<file path="config.mk">
export PLATFORM = sky130hd
export DESIGN_NAME = axi_arbiter
export DESIGN_NICKNAME = d
export VERILOG_FILES = /design/src/rtl/axi_pkg.sv /design/src/rtl/axi_arb_pick.sv /design/src/rtl/axi_arbiter.sv
export SDC_FILE = /design/constraint.sdc
export NUM_CORES = 1
export LEC_CHECK = 0
export CORE_AREA = 2 2 174 176
export CTS_CLUSTER_SIZE = 30
export DETAILED_ROUTE_END_ITERATION = 7
export DIE_AREA = 0 0 176 178
export GPL_TIMING_DRIVEN = 0
export PLACE_DENSITY = 0.5
export SLEW_MARGIN = 20
export SYNTH_ARGS = -nofsm -noshare
export SYNTH_HDL_FRONTEND = slang
export SYNTH_SLANG_ARGS = --single-unit
</file>
<file path="constraint.sdc">
create_clock -name clock -period 1.85 [get_ports clock]
set_input_delay 0.185 -clock clock [delete_from_list [all_inputs] [get_ports clock]]
set_output_delay 0.185 -clock clock [all_outputs]
set_load 0.02 [all_outputs]
</file>
<file path="src/rtl/axi_pkg.sv">
// Shared definitions for the IFU/LSU AXI4 arbiter: read FSM states, master IDs,
// and AXI burst/response encodings.
package axi_pkg;

   typedef enum logic [1:0] {
      ST_IDLE   = 2'd0,
      ST_IFU_RD = 2'd1,
      ST_LSU_RD = 2'd2
   } rd_state_e;

   localparam logic [3:0] IFU_ID = 4'd0;
   localparam logic [3:0] LSU_ID = 4'd1;

   localparam logic [1:0] BURST_FIXED = 2'b00;
   localparam logic [1:0] BURST_INCR  = 2'b01;
   localparam logic [1:0] BURST_WRAP  = 2'b10;

   localparam logic [1:0] RESP_OKAY   = 2'b00;
   localparam logic [1:0] RESP_EXOKAY = 2'b01;
   localparam logic [1:0] RESP_SLVERR = 2'b10;
   localparam logic [1:0] RESP_DECERR = 2'b11;

   function automatic logic [3:0] master_id(input logic is_lsu);
      return is_lsu ? LSU_ID : IFU_ID;
   endfunction

endpackage

</file>
<file path="src/rtl/axi_arb_pick.sv">
// Combinational read-grant selection between IFU and LSU.
// AXI_ARB_ROUND_ROBIN_EN selects round-robin on contention; otherwise LSU wins.
module axi_arb_pick (
`ifdef AXI_ARB_ROUND_ROBIN_EN
   input  logic i_last_lsu,
`endif
   input  logic i_req_ifu,
   input  logic i_req_lsu,
   output logic o_grant_valid,
   output logic o_grant_lsu
);

   // Pick a winner among the eligible requesters
   always_comb begin
      o_grant_valid = i_req_ifu | i_req_lsu;
      case ({i_req_lsu, i_req_ifu})
         2'b11: begin
`ifdef AXI_ARB_ROUND_ROBIN_EN
            o_grant_lsu = ~i_last_lsu;
`else
            o_grant_lsu = 1'b1;
`endif
         end
         2'b10:   o_grant_lsu = 1'b1;
         default: o_grant_lsu = 1'b0;
      endcase
   end

endmodule

</file>
<file path="src/rtl/axi_arbiter.sv">
// Two-master (IFU, LSU) to one AXI4 slave arbiter: single-outstanding locked reads,
// LSU writes passed straight through. AXI_ARB_ROUND_ROBIN_EN enables round-robin reads.
module axi_arbiter
   import axi_pkg::*;
#(
   parameter int ADDR_W = 32,
   parameter int DATA_W = 32
) (
   input  logic                clock,
   input  logic                reset,
   // IFU read
   input  logic                ifu_arvalid,
   output logic                ifu_arready,
   input  logic [ADDR_W-1:0]   ifu_araddr,
   input  logic [7:0]          ifu_arlen,
   input  logic [2:0]          ifu_arsize,
   input  logic [1:0]          ifu_arburst,
   output logic                ifu_rvalid,
   input  logic                ifu_rready,
   output logic [DATA_W-1:0]   ifu_rdata,
   output logic [1:0]          ifu_rresp,
   output logic                ifu_rlast,
   // LSU read
   input  logic                lsu_arvalid,
   output logic                lsu_arready,
   input  logic [ADDR_W-1:0]   lsu_araddr,
   input  logic [7:0]          lsu_arlen,
   input  logic [2:0]          lsu_arsize,
   input  logic [1:0]          lsu_arburst,
   output logic                lsu_rvalid,
   input  logic                lsu_rready,
   output logic [DATA_W-1:0]   lsu_rdata,
   output logic [1:0]          lsu_rresp,
   output logic                lsu_rlast,
   // LSU write
   input  logic                lsu_awvalid,
   output logic                lsu_awready,
   input  logic [ADDR_W-1:0]   lsu_awaddr,
   input  logic [7:0]          lsu_awlen,
   input  logic [2:0]          lsu_awsize,
   input  logic [1:0]          lsu_awburst,
   input  logic                lsu_wvalid,
   output logic                lsu_wready,
   input  logic [DATA_W-1:0]   lsu_wdata,
   input  logic [DATA_W/8-1:0] lsu_wstrb,
   input  logic                lsu_wlast,
   output logic                lsu_bvalid,
   input  logic                lsu_bready,
   output logic [1:0]          lsu_bresp,
   // Downstream master
   output logic                io_master_arvalid,
   input  logic                io_master_arready,
   output logic [3:0]          io_master_arid,
   output logic [ADDR_W-1:0]   io_master_araddr,
   output logic [7:0]          io_master_arlen,
   output logic [2:0]          io_master_arsize,
   output logic [1:0]          io_master_arburst,
   input  logic                io_master_rvalid,
   output logic                io_master_rready,
   input  logic [3:0]          io_master_rid,
   input  logic [DATA_W-1:0]   io_master_rdata,
   input  logic [1:0]          io_master_rresp,
   input  logic                io_master_rlast,
   output logic                io_master_awvalid,
   input  logic                io_master_awready,
   output logic [3:0]          io_master_awid,
   output logic [ADDR_W-1:0]   io_master_awaddr,
   output logic [7:0]          io_master_awlen,
   output logic [2:0]          io_master_awsize,
   output logic [1:0]          io_master_awburst,
   output logic                io_master_wvalid,
   input  logic                io_master_wready,
   output logic [DATA_W-1:0]   io_master_wdata,
   output logic [DATA_W/8-1:0] io_master_wstrb,
   output logic                io_master_wlast,
   input  logic                io_master_bvalid,
   output logic                io_master_bready,
   input  logic [3:0]          io_master_bid,
   input  logic [1:0]          io_master_bresp
);

   rd_state_e r_state;
   rd_state_e w_rd_sel;
   logic      r_ar_done;
   logic      r_wr_busy;
   logic      w_aw_fire, w_b_fire, w_wr_busy_nxt;
   logic      w_ar_fire, w_r_last_fire;
   logic      w_req_lsu, w_grant_valid, w_grant_lsu;
   logic      w_unused_ids;
`ifdef AXI_ARB_ROUND_ROBIN_EN
   logic      r_last_lsu;
`endif

   assign w_unused_ids = ^{io_master_rid, io_master_bid};

   // Write path is a straight pass-through, held quiet while in reset
   assign io_master_awvalid = lsu_awvalid & ~reset;
   assign lsu_awready       = io_master_awready & ~reset;
   assign io_master_awid    = LSU_ID;
   assign io_master_awaddr  = lsu_awaddr;
   assign io_master_awlen   = lsu_awlen;
   assign io_master_awsize  = lsu_awsize;
   assign io_master_awburst = lsu_awburst;
   assign io_master_wvalid  = lsu_wvalid & ~reset;
   assign lsu_wready        = io_master_wready & ~reset;
   assign io_master_wdata   = lsu_wdata;
   assign io_master_wstrb   = lsu_wstrb;
   assign io_master_wlast   = lsu_wlast;
   assign lsu_bvalid        = io_master_bvalid & ~reset;
   assign io_master_bready  = lsu_bready & ~reset;
   assign lsu_bresp         = io_master_bresp;

   assign w_aw_fire     = io_master_awvalid & io_master_awready;
   assign w_b_fire      = io_master_bvalid & io_master_bready;
   // Looking at next-cycle busy lets an LSU read win in the B-handshake cycle,
   // and blocks it in the AW-handshake cycle
   assign w_wr_busy_nxt = w_aw_fire | (r_wr_busy & ~w_b_fire);
   assign w_req_lsu     = lsu_arvalid & ~w_wr_busy_nxt;

   assign w_ar_fire     = io_master_arvalid & io_master_arready;
   assign w_r_last_fire = io_master_rvalid & io_master_rready & io_master_rlast;
   assign w_rd_sel      = reset ? ST_IDLE : r_state;

   axi_arb_pick u_pick (
`ifdef AXI_ARB_ROUND_ROBIN_EN
      .i_last_lsu    (r_last_lsu),
`endif
      .i_req_ifu     (ifu_arvalid),
      .i_req_lsu     (w_req_lsu),
      .o_grant_valid (w_grant_valid),
      .o_grant_lsu   (w_grant_lsu)
   );

   // Read FSM: grant in IDLE, hold until the last beat handshakes
   always_ff @(posedge clock) begin
      if (reset) begin
         r_state   <= ST_IDLE;
         r_ar_done <= 1'b0;
      end else begin
         case (r_state)
            ST_IDLE: begin
               r_ar_done <= 1'b0;
               if (w_grant_valid) begin
                  r_state <= w_grant_lsu ? ST_LSU_RD : ST_IFU_RD;
               end
            end
            ST_IFU_RD, ST_LSU_RD: begin
               if (w_ar_fire) begin
                  r_ar_done <= 1'b1;
               end
               if (w_r_last_fire) begin
                  r_state <= ST_IDLE;
               end
            end
            default: begin
               r_state   <= ST_IDLE;
               r_ar_done <= 1'b0;
            end
         endcase
      end
   end

   // Outstanding-write flag; a set in the same cycle as a clear wins
   always_ff @(posedge clock) begin
      if (reset) begin
         r_wr_busy <= 1'b0;
      end else begin
         r_wr_busy <= w_wr_busy_nxt;
      end
   end

`ifdef AXI_ARB_ROUND_ROBIN_EN
   // Remember who was granted last for round-robin
   always_ff @(posedge clock) begin
      if (reset) begin
         r_last_lsu <= 1'b0;
      end else if ((r_state == ST_IDLE) && w_grant_valid) begin
         r_last_lsu <= w_grant_lsu;
      end
   end
`endif

   // AR forwarding and R routing to the granted master only; AR is shut off
   // after its handshake so a second request waits for IDLE
   always_comb begin
      io_master_arvalid = 1'b0;
      io_master_arid    = master_id(1'b0);
      io_master_araddr  = ifu_araddr;
      io_master_arlen   = ifu_arlen;
      io_master_arsize  = ifu_arsize;
      io_master_arburst = ifu_arburst;
      io_master_rready  = 1'b0;
      ifu_arready       = 1'b0;
      lsu_arready       = 1'b0;
      ifu_rvalid        = 1'b0;
      ifu_rdata         = {DATA_W{1'b0}};
      ifu_rresp         = 2'b00;
      ifu_rlast         = 1'b0;
      lsu_rvalid        = 1'b0;
      lsu_rdata         = {DATA_W{1'b0}};
      lsu_rresp         = 2'b00;
      lsu_rlast         = 1'b0;
      case (w_rd_sel)
         ST_IFU_RD: begin
            io_master_arvalid = ifu_arvalid & ~r_ar_done;
            ifu_arready       = io_master_arready & ~r_ar_done;
            io_master_rready  = ifu_rready;
            ifu_rvalid        = io_master_rvalid;
            ifu_rdata         = io_master_rdata;
            ifu_rresp         = io_master_rresp;
            ifu_rlast         = io_master_rlast;
         end
         ST_LSU_RD: begin
            io_master_arvalid = lsu_arvalid & ~r_ar_done;
            lsu_arready       = io_master_arready & ~r_ar_done;
            io_master_arid    = master_id(1'b1);
            io_master_araddr  = lsu_araddr;
            io_master_arlen   = lsu_arlen;
            io_master_arsize  = lsu_arsize;
            io_master_arburst = lsu_arburst;
            io_master_rready  = lsu_rready;
            lsu_rvalid        = io_master_rvalid;
            lsu_rdata         = io_master_rdata;
            lsu_rresp         = io_master_rresp;
            lsu_rlast         = io_master_rlast;
         end
         default: begin
            io_master_arvalid = 1'b0;
         end
      endcase
   end

endmodule

</file>
==> results of run 1 <==
logic make-up (layout without fill, tap and decap cells):
logic type / Yosys count / count (layout) / share of synthesized area
other: 2 / 7 / 0.00368
DFF: 4 / 4 / 0.0392
muxes: 46 / 46 / 0.253
AOI/OAI and AO/OA: 9 / 9 / 0.0300
buffers and inverters: 111 / 496 / 0.375
and+or+nand+nor: 92 / 92 / 0.280
adders and majority gates: 3 / 3 / 0.0184
metal layers:
| metal | GRT usage | vias to the layer above |
|---|---|---|
| li1 | - | 1539 |
| met1 | 0.0885 | 1399 |
| met2 | 0.177 | 201 |
| met3 | 0.0198 | 9 |
| met4 | 0.0162 | 0 |
| met5 | 0 | - |
critical path: cells and delay by family (launching register included):
| family | cells | cell delay [ns] |
|---|---|---|
| adders and majority gates | 1 | 0.17 |
| buffers and inverters | 6 | 0.64 |
| DFF | 1 | 0.31 |
| muxes | 1 | 0.32 |
| and+or+nand+nor | 1 | 0.08 |
sequential cells by signal (all words and copies together) (netlist names):
register,cells
r_ar_done,1
r_wr_busy,1
r_state,2
per-stage QoR:
step / total power [mW] / area (um^2) / utilization
floorplan: 1.16 / 2060 / -
global placement: 2.29 / 6050 / 0.206
detailed placement: 2.29 / 6050 / 0.206
CTS: 2.93 / 6510 / 0.221
global route: 3.22 / 6820 / 0.232
finish: 3.05 / 6820 / 0.232
power by group:
part | switching [mW] | internal [mW] | total (mW)
registers | 0.00951 | 0.103 | 0.113
clock network | 0.0653 | 0.277 | 0.342
logic | 1.10 | 1.50 | 2.60
layout make-up:
| class | count | area, um^2 |
|---|---|---|
| Buffer | 105 | 945 |
| Clock buffer | 3 | 75.1 |
| Fill cell | 3212 | 22600 |
| Inverter | 6 | 22.5 |
| Multi-Input combinational cell | 157 | 1420 |
| Sequential cell | 4 | 82.6 |
| Tap cell | 390 | 488 |
| Timing Repair Buffer | 382 | 3780 |
what timing repair did:
item,CTS,global route
gates resized for setup,593,87
buffers inserted,21,10
endpoints found under the setup margin,125,110
gates cloned,3,0
pin swaps,0,2
layout by cell type, fill, tap and decap left out, types with 4 or more instances in the layout:
master,instances
buf_4,104
dlygate4sd2_1,8
clkdlybuf4s50_1,228
nand2_1,4
buf_12,5
and2_1,69
buf_6,71
buf_2,32
clkdlybuf4s15_2,28
a21oi_1,4
mux2_4,45
nor2b_1,6
clkbuf_16,6
conb_1,7
synth_stat cells (all sizes together):
master   n
and2    72
a22oi    1
inv      6
clkbuf   7
dfxtp    4
mux2i    1
and3b    3
buf     98
nor3b    1
o221ai   1
nand2b   2
o32ai    1
mux2    45
a21oi    4
o31a     1
nor2b    6
nor3     2
ha       3
o21a     1
nand2    4
nor2     2
conb     2
final timing paths:
kind / cells after the start / to / slack [ns]
worst min register to register: 2 / r_wr_busy / 0.46
worst max register to register: 9 / r_ar_done / 0.34
worst max-delay path: 9 / io_master_araddr[12] / -0.1
worst min-delay path: 3 / r_ar_done / 0.32
==> results.py, run 1 <==
metrics = {
    "run_status": {
        "status": "complete, but fails checks",
        "violations": "negative setup slack",
    },
    "timing": {
        "slew_violations": 0,
        "setup_tns_ns": -2.10,
        "skew_ns": 0.000711,
        "fmax_ghz": 0.514,
        "setup_slack_ns": -0.0965,
        "rsz0062_at_grt": "yes",
        "finalSetupViolCount": 28,
        "finalCriticalPeriod_ns": 1.95,
        "holdWs_ns": 0.319,
        "fin_crit_sh": 1.05,
        "final_hold_viol_count": 0,
    },
    "worst_setup_path": {
        "cp-start-kind": "flip-flop",
        "worstPathArrival_ns": 1.76,
        "crit_slowest_cell": "mux2_4",
        "crit_required_ns": 1.66,
        "path_class": "reg2out",
        "cp_max_fo": 8,
        "endpoint_kind": "primary output",
        "regToRegStartpoint": "r_state[0]",
        "cpPeakStageDelay_ns": 0.32,
        "crit_path_cell_trace": "inv_2, nor2_4, inv_2, ha_4, buf_12, buf_12, buf_6, mux2_4, buf_6",
        "crit_start": "r_state[0]",
    },
    "yosys": {
        "yosysUniqueCellTypes": 25,
        "yosysTopAreaCellShare": 0.335,
        "avgSynthCellArea_um2": 7.64,
        "syn_area_um2": 2040,
        "synth_largest_area_cell": "buf_4",
        "seq_area_frac_synth": 0.0392,
        "syn-instance-count": 267,
        "synth_area_leaders": "buf_4, mux2_2, and2_1, dfxtp_1, ha_1",
        "ys_ff_latch": 4,
        "yosysWarnings": 0,
    },
    "clocking": {
        "clock_latency_ns": 0.23,
        "clock_path_buffers": 2,
        "cts_tree": "yes",
        "numCtsBuffers": 3,
        "htreeDepth": 1,
        "cts_sinks": 4,
        "path_clk_slew_ns": 0.03,
        "clock-root-buffer": "clkbuf_16",
        "holdBufCountCts": 0,
    },
    "floorplanning": {
        "die_h_um": 178,
        "die_w_um": 176,
        "ios": 450,
        "fp.dieArea_um2": 31300,
        "core_um2": 29400,
        "placementRows": 63,
        "initial_utilization": 0.0694,
    },
    "min_path": {
        "hp-class": "in2reg",
        "min-delay-start": "reset",
    },
    "layout": {
        "diodes": 0,
        "final_cells": 1047,
        "syn2layout_area_growth_pct": 234,
        "final_nets": 893,
        "drive_above_1_share": 0.475,
    },
    "placed_design": {
        "portBuffers": 350,
        "place_inst": 1012,
        "place_ws_ns": -1.58,
        "hpwl_um": 13200,
        "place.gp.congestion": 0.658,
    },
    "drt": {
        "drt-vias-per-instance": 3.01,
        "drtIter0Drc": 38,
        "drc": 0,
        "wl_per_cell_um": 15.0,
        "drt_pre_antenna_iters": 4,
        "wl_um": 15700,
        "met1Wirelength_um": 5340,
        "postRouteAntennaNets": 0,
        "topRoutingLayerUsed": "met4",
        "met2WireLength_um": 8820,
        "wl_met3_um": 1370,
        "vias": 3148,
    },
    "power": {
        "p_per_area_nw_per_um2": 448,
        "power_leakage_nw": 3.05,
        "peakVddDrop_mv": 0.200,
    },
    "grt": {
        "grt_pass1_vias": 3136,
        "grt_pass1_wl_um": 20000,
        "gr-total-overflow": 0,
        "antenna_found_initial": 2,
        "grt_use_total": 0.0864,
        "grt_max_degree": 11,
    },
    "flow_run": {
        "maxCapViolations": 0,
    },
}
Power figures use the tool's default switching activity.
==> inputs of run 2 (changes only) <==
--- a/config.mk
+++ b/config.mk
@@ -15,3 +15,4 @@
 export SYNTH_ARGS = -nofsm -noshare
 export SYNTH_HDL_FRONTEND = slang
 export SYNTH_SLANG_ARGS = --single-unit
+export TNS_END_PERCENT = 1
==> results.py, run 2 (synthesized netlist as in run 1, its figures left out) <==
metrics = {
    "power": {
        "pwr-share-comb": 0.828,
        "peakVddDrop_mv": 0.200,
        "p_seq_frac": 0.043,
        "switchingPower_mw": 1.09,
        "cell_internal_pwr_mw": 1.57,
        "power_mw": 2.65,
        "swShare": 0.409,
        "p_per_area_nw_per_um2": 439,
        "pwr-share-clk": 0.129,
        "power_leakage_nw": 2.75,
    },
    "clocking": {
        "clock-root-buffer": "clkbuf_16",
        "numCtsBuffers": 3,
        "clock_latency_ns": 0.23,
        "clock_path_buffers": 2,
        "htreeDepth": 1,
        "cts_tree": "yes",
        "holdBufCountCts": 0,
        "path_clk_slew_ns": 0.03,
        "cts_sinks": 4,
    },
    "timing": {
        "final_hold_viol_count": 0,
        "holdWs_ns": 0.321,
        "slew_violations": 0,
        "fin_crit_sh": 1.05,
        "skew_ns": 0.000944,
        "finalSetupViolCount": 27,
        "finalCriticalPeriod_ns": 1.95,
        "setup_slack_ns": -0.0991,
        "rsz0062_at_grt": "yes",
        "fmax_ghz": 0.513,
    },
    "drt": {
        "wl_um": 14900,
        "drt-vias-per-instance": 2.95,
        "postRouteAntennaNets": 0,
        "drt_pre_antenna_iters": 4,
        "vias": 3023,
        "wl_per_cell_um": 14.5,
        "drc": 0,
        "drtIter0Drc": 33,
    },
    "layout": {
        "largest_reg_flops": 2,
        "largestRegisters": "r_state x2, r_ar_done x1, r_wr_busy x1",
        "layout_common_cells": "clkdlybuf4s50_1, buf_4, buf_2, and2_1, mux2_2",
        "regMostFlops": "r_state",
        "fin_area_um2": 6040,
        "diodes": 0,
        "final_common_cell": "clkdlybuf4s50_1",
        "final_nets": 872,
        "drive_above_1_share": 0.458,
        "final_cells": 1026,
        "fillers": 3289,
        "syn2layout_area_growth_pct": 196,
    },
    "worst_setup_path": {
        "path_class": "reg2out",
        "crit_path_cell_trace": "inv_2, nor2_4, inv_2, ha_4, buf_12, buf_8, mux2_2, clkdlybuf4s15_2",
        "endpoint_kind": "primary output",
        "cp-start-kind": "flip-flop",
        "cp_max_fo": 10,
        "cpPeakStageDelay_ns": 0.33,
        "path_common_cell": "inv_2",
        "worstPathArrival_ns": 1.76,
        "cpLargestDelayFamily": "buffers and inverters",
        "crit_required_ns": 1.66,
        "path_buf_inv": 5,
        "crit_slowest_cell": "mux2_2",
    },
    "flow_run": {
        "maxCapViolations": 0,
    },
    "grt": {
        "grt_pass1_vias": 2982,
        "antenna_found_initial": 2,
        "gr-total-overflow": 0,
        "grt_max_degree": 11,
        "grt_use_total": 0.0819,
        "grt_pass1_wl_um": 19000,
    },
    "placed_design": {
        "portBuffers": 350,
        "place_inst": 1012,
        "placed_cell_area_um2": 6050,
        "hpwl_um": 13200,
        "place.gp.congestion": 0.658,
    },
    "floorplanning": {
        "die_h_um": 178,
        "core_um2": 29400,
        "ios": 450,
        "initial_utilization": 0.0694,
        "die_w_um": 176,
        "placementRows": 63,
        "fp.dieArea_um2": 31300,
    },
    "min_path": {
        "hp-class": "in2reg",
    },
    "run_status": {
        "status": "complete, but fails checks",
        "violations": "negative setup slack",
    },
}
[run 2: timing repair]
item | CTS | global route
hold endpoints to repair | 0 | 0
gates cloned | 0 | 1
setup endpoints to repair | 125 | 113
pin swaps | 0 | 3
setup buffers | 1 | 9
resized for setup | 484 | 81
[run 2: final timing paths]
check	start	to	slack [ns]	cells past startpoint
setup / recovery	r_state[0]	io_master_araddr[11]	-0.1	8
hold / removal	reset	r_ar_done	0.32	3
setup reg to reg	r_state[1]	r_state[0]	0.23	6
hold reg to reg	r_wr_busy	r_wr_busy	0.46	2
[run 2: layer usage]
metal / up-vias / track usage / routed length, um
met5: - / 0 / 0
met4: 0 / 0.0114 / 73
met3: 5 / 0.0198 / 1310
met2: 197 / 0.169 / 8430
met1: 1326 / 0.0843 / 5080
li1: 1495 / - / -
[run 2: metrics by stage]
stage / setup TNS (ns) / utilization / setup WS (ns)
global route: -6.87 / 0.205 / -0.171
floorplan: 0 / - / 0.0835
detailed placement: -157.43 / 0.206 / -1.58
CTS: -6.24 / 0.203 / -0.253
global placement: -158.49 / 0.206 / -1.60
finish: -1.56 / 0.205 / -0.0991
[run 2: final cells by class]
type / count / area [um^2] / area share
flip-flops and latches: 4 / 82.6 / 0.0137
repair buffers: 361 / 3200 / 0.529
well taps: 390 / 488 / 0.0808
clock buffers: 3 / 75.1 / 0.0124
multi-input cells: 157 / 1280 / 0.211
inverters: 6 / 22.5 / 0.00373
plain buffers: 105 / 898 / 0.149
[run 2: worst min-delay path: cells and delay by family]
kind                   cells  cell delay [ns]
buffers and inverters      2             0.26
and+or+nand+nor            1             0.05
[run 2: power by group through the flow]
stage / Clock (mW) / Combinational [mW] / Sequential [mW]
after floorplan: 0 / 1.05 / 0.105
after global placement: 0 / 2.18 / 0.107
after detailed placement: 0 / 2.19 / 0.107
after CTS: 0.344 / 2.14 / 0.107
after global routing: 0.354 / 2.35 / 0.115
final: 0.343 / 2.20 / 0.113
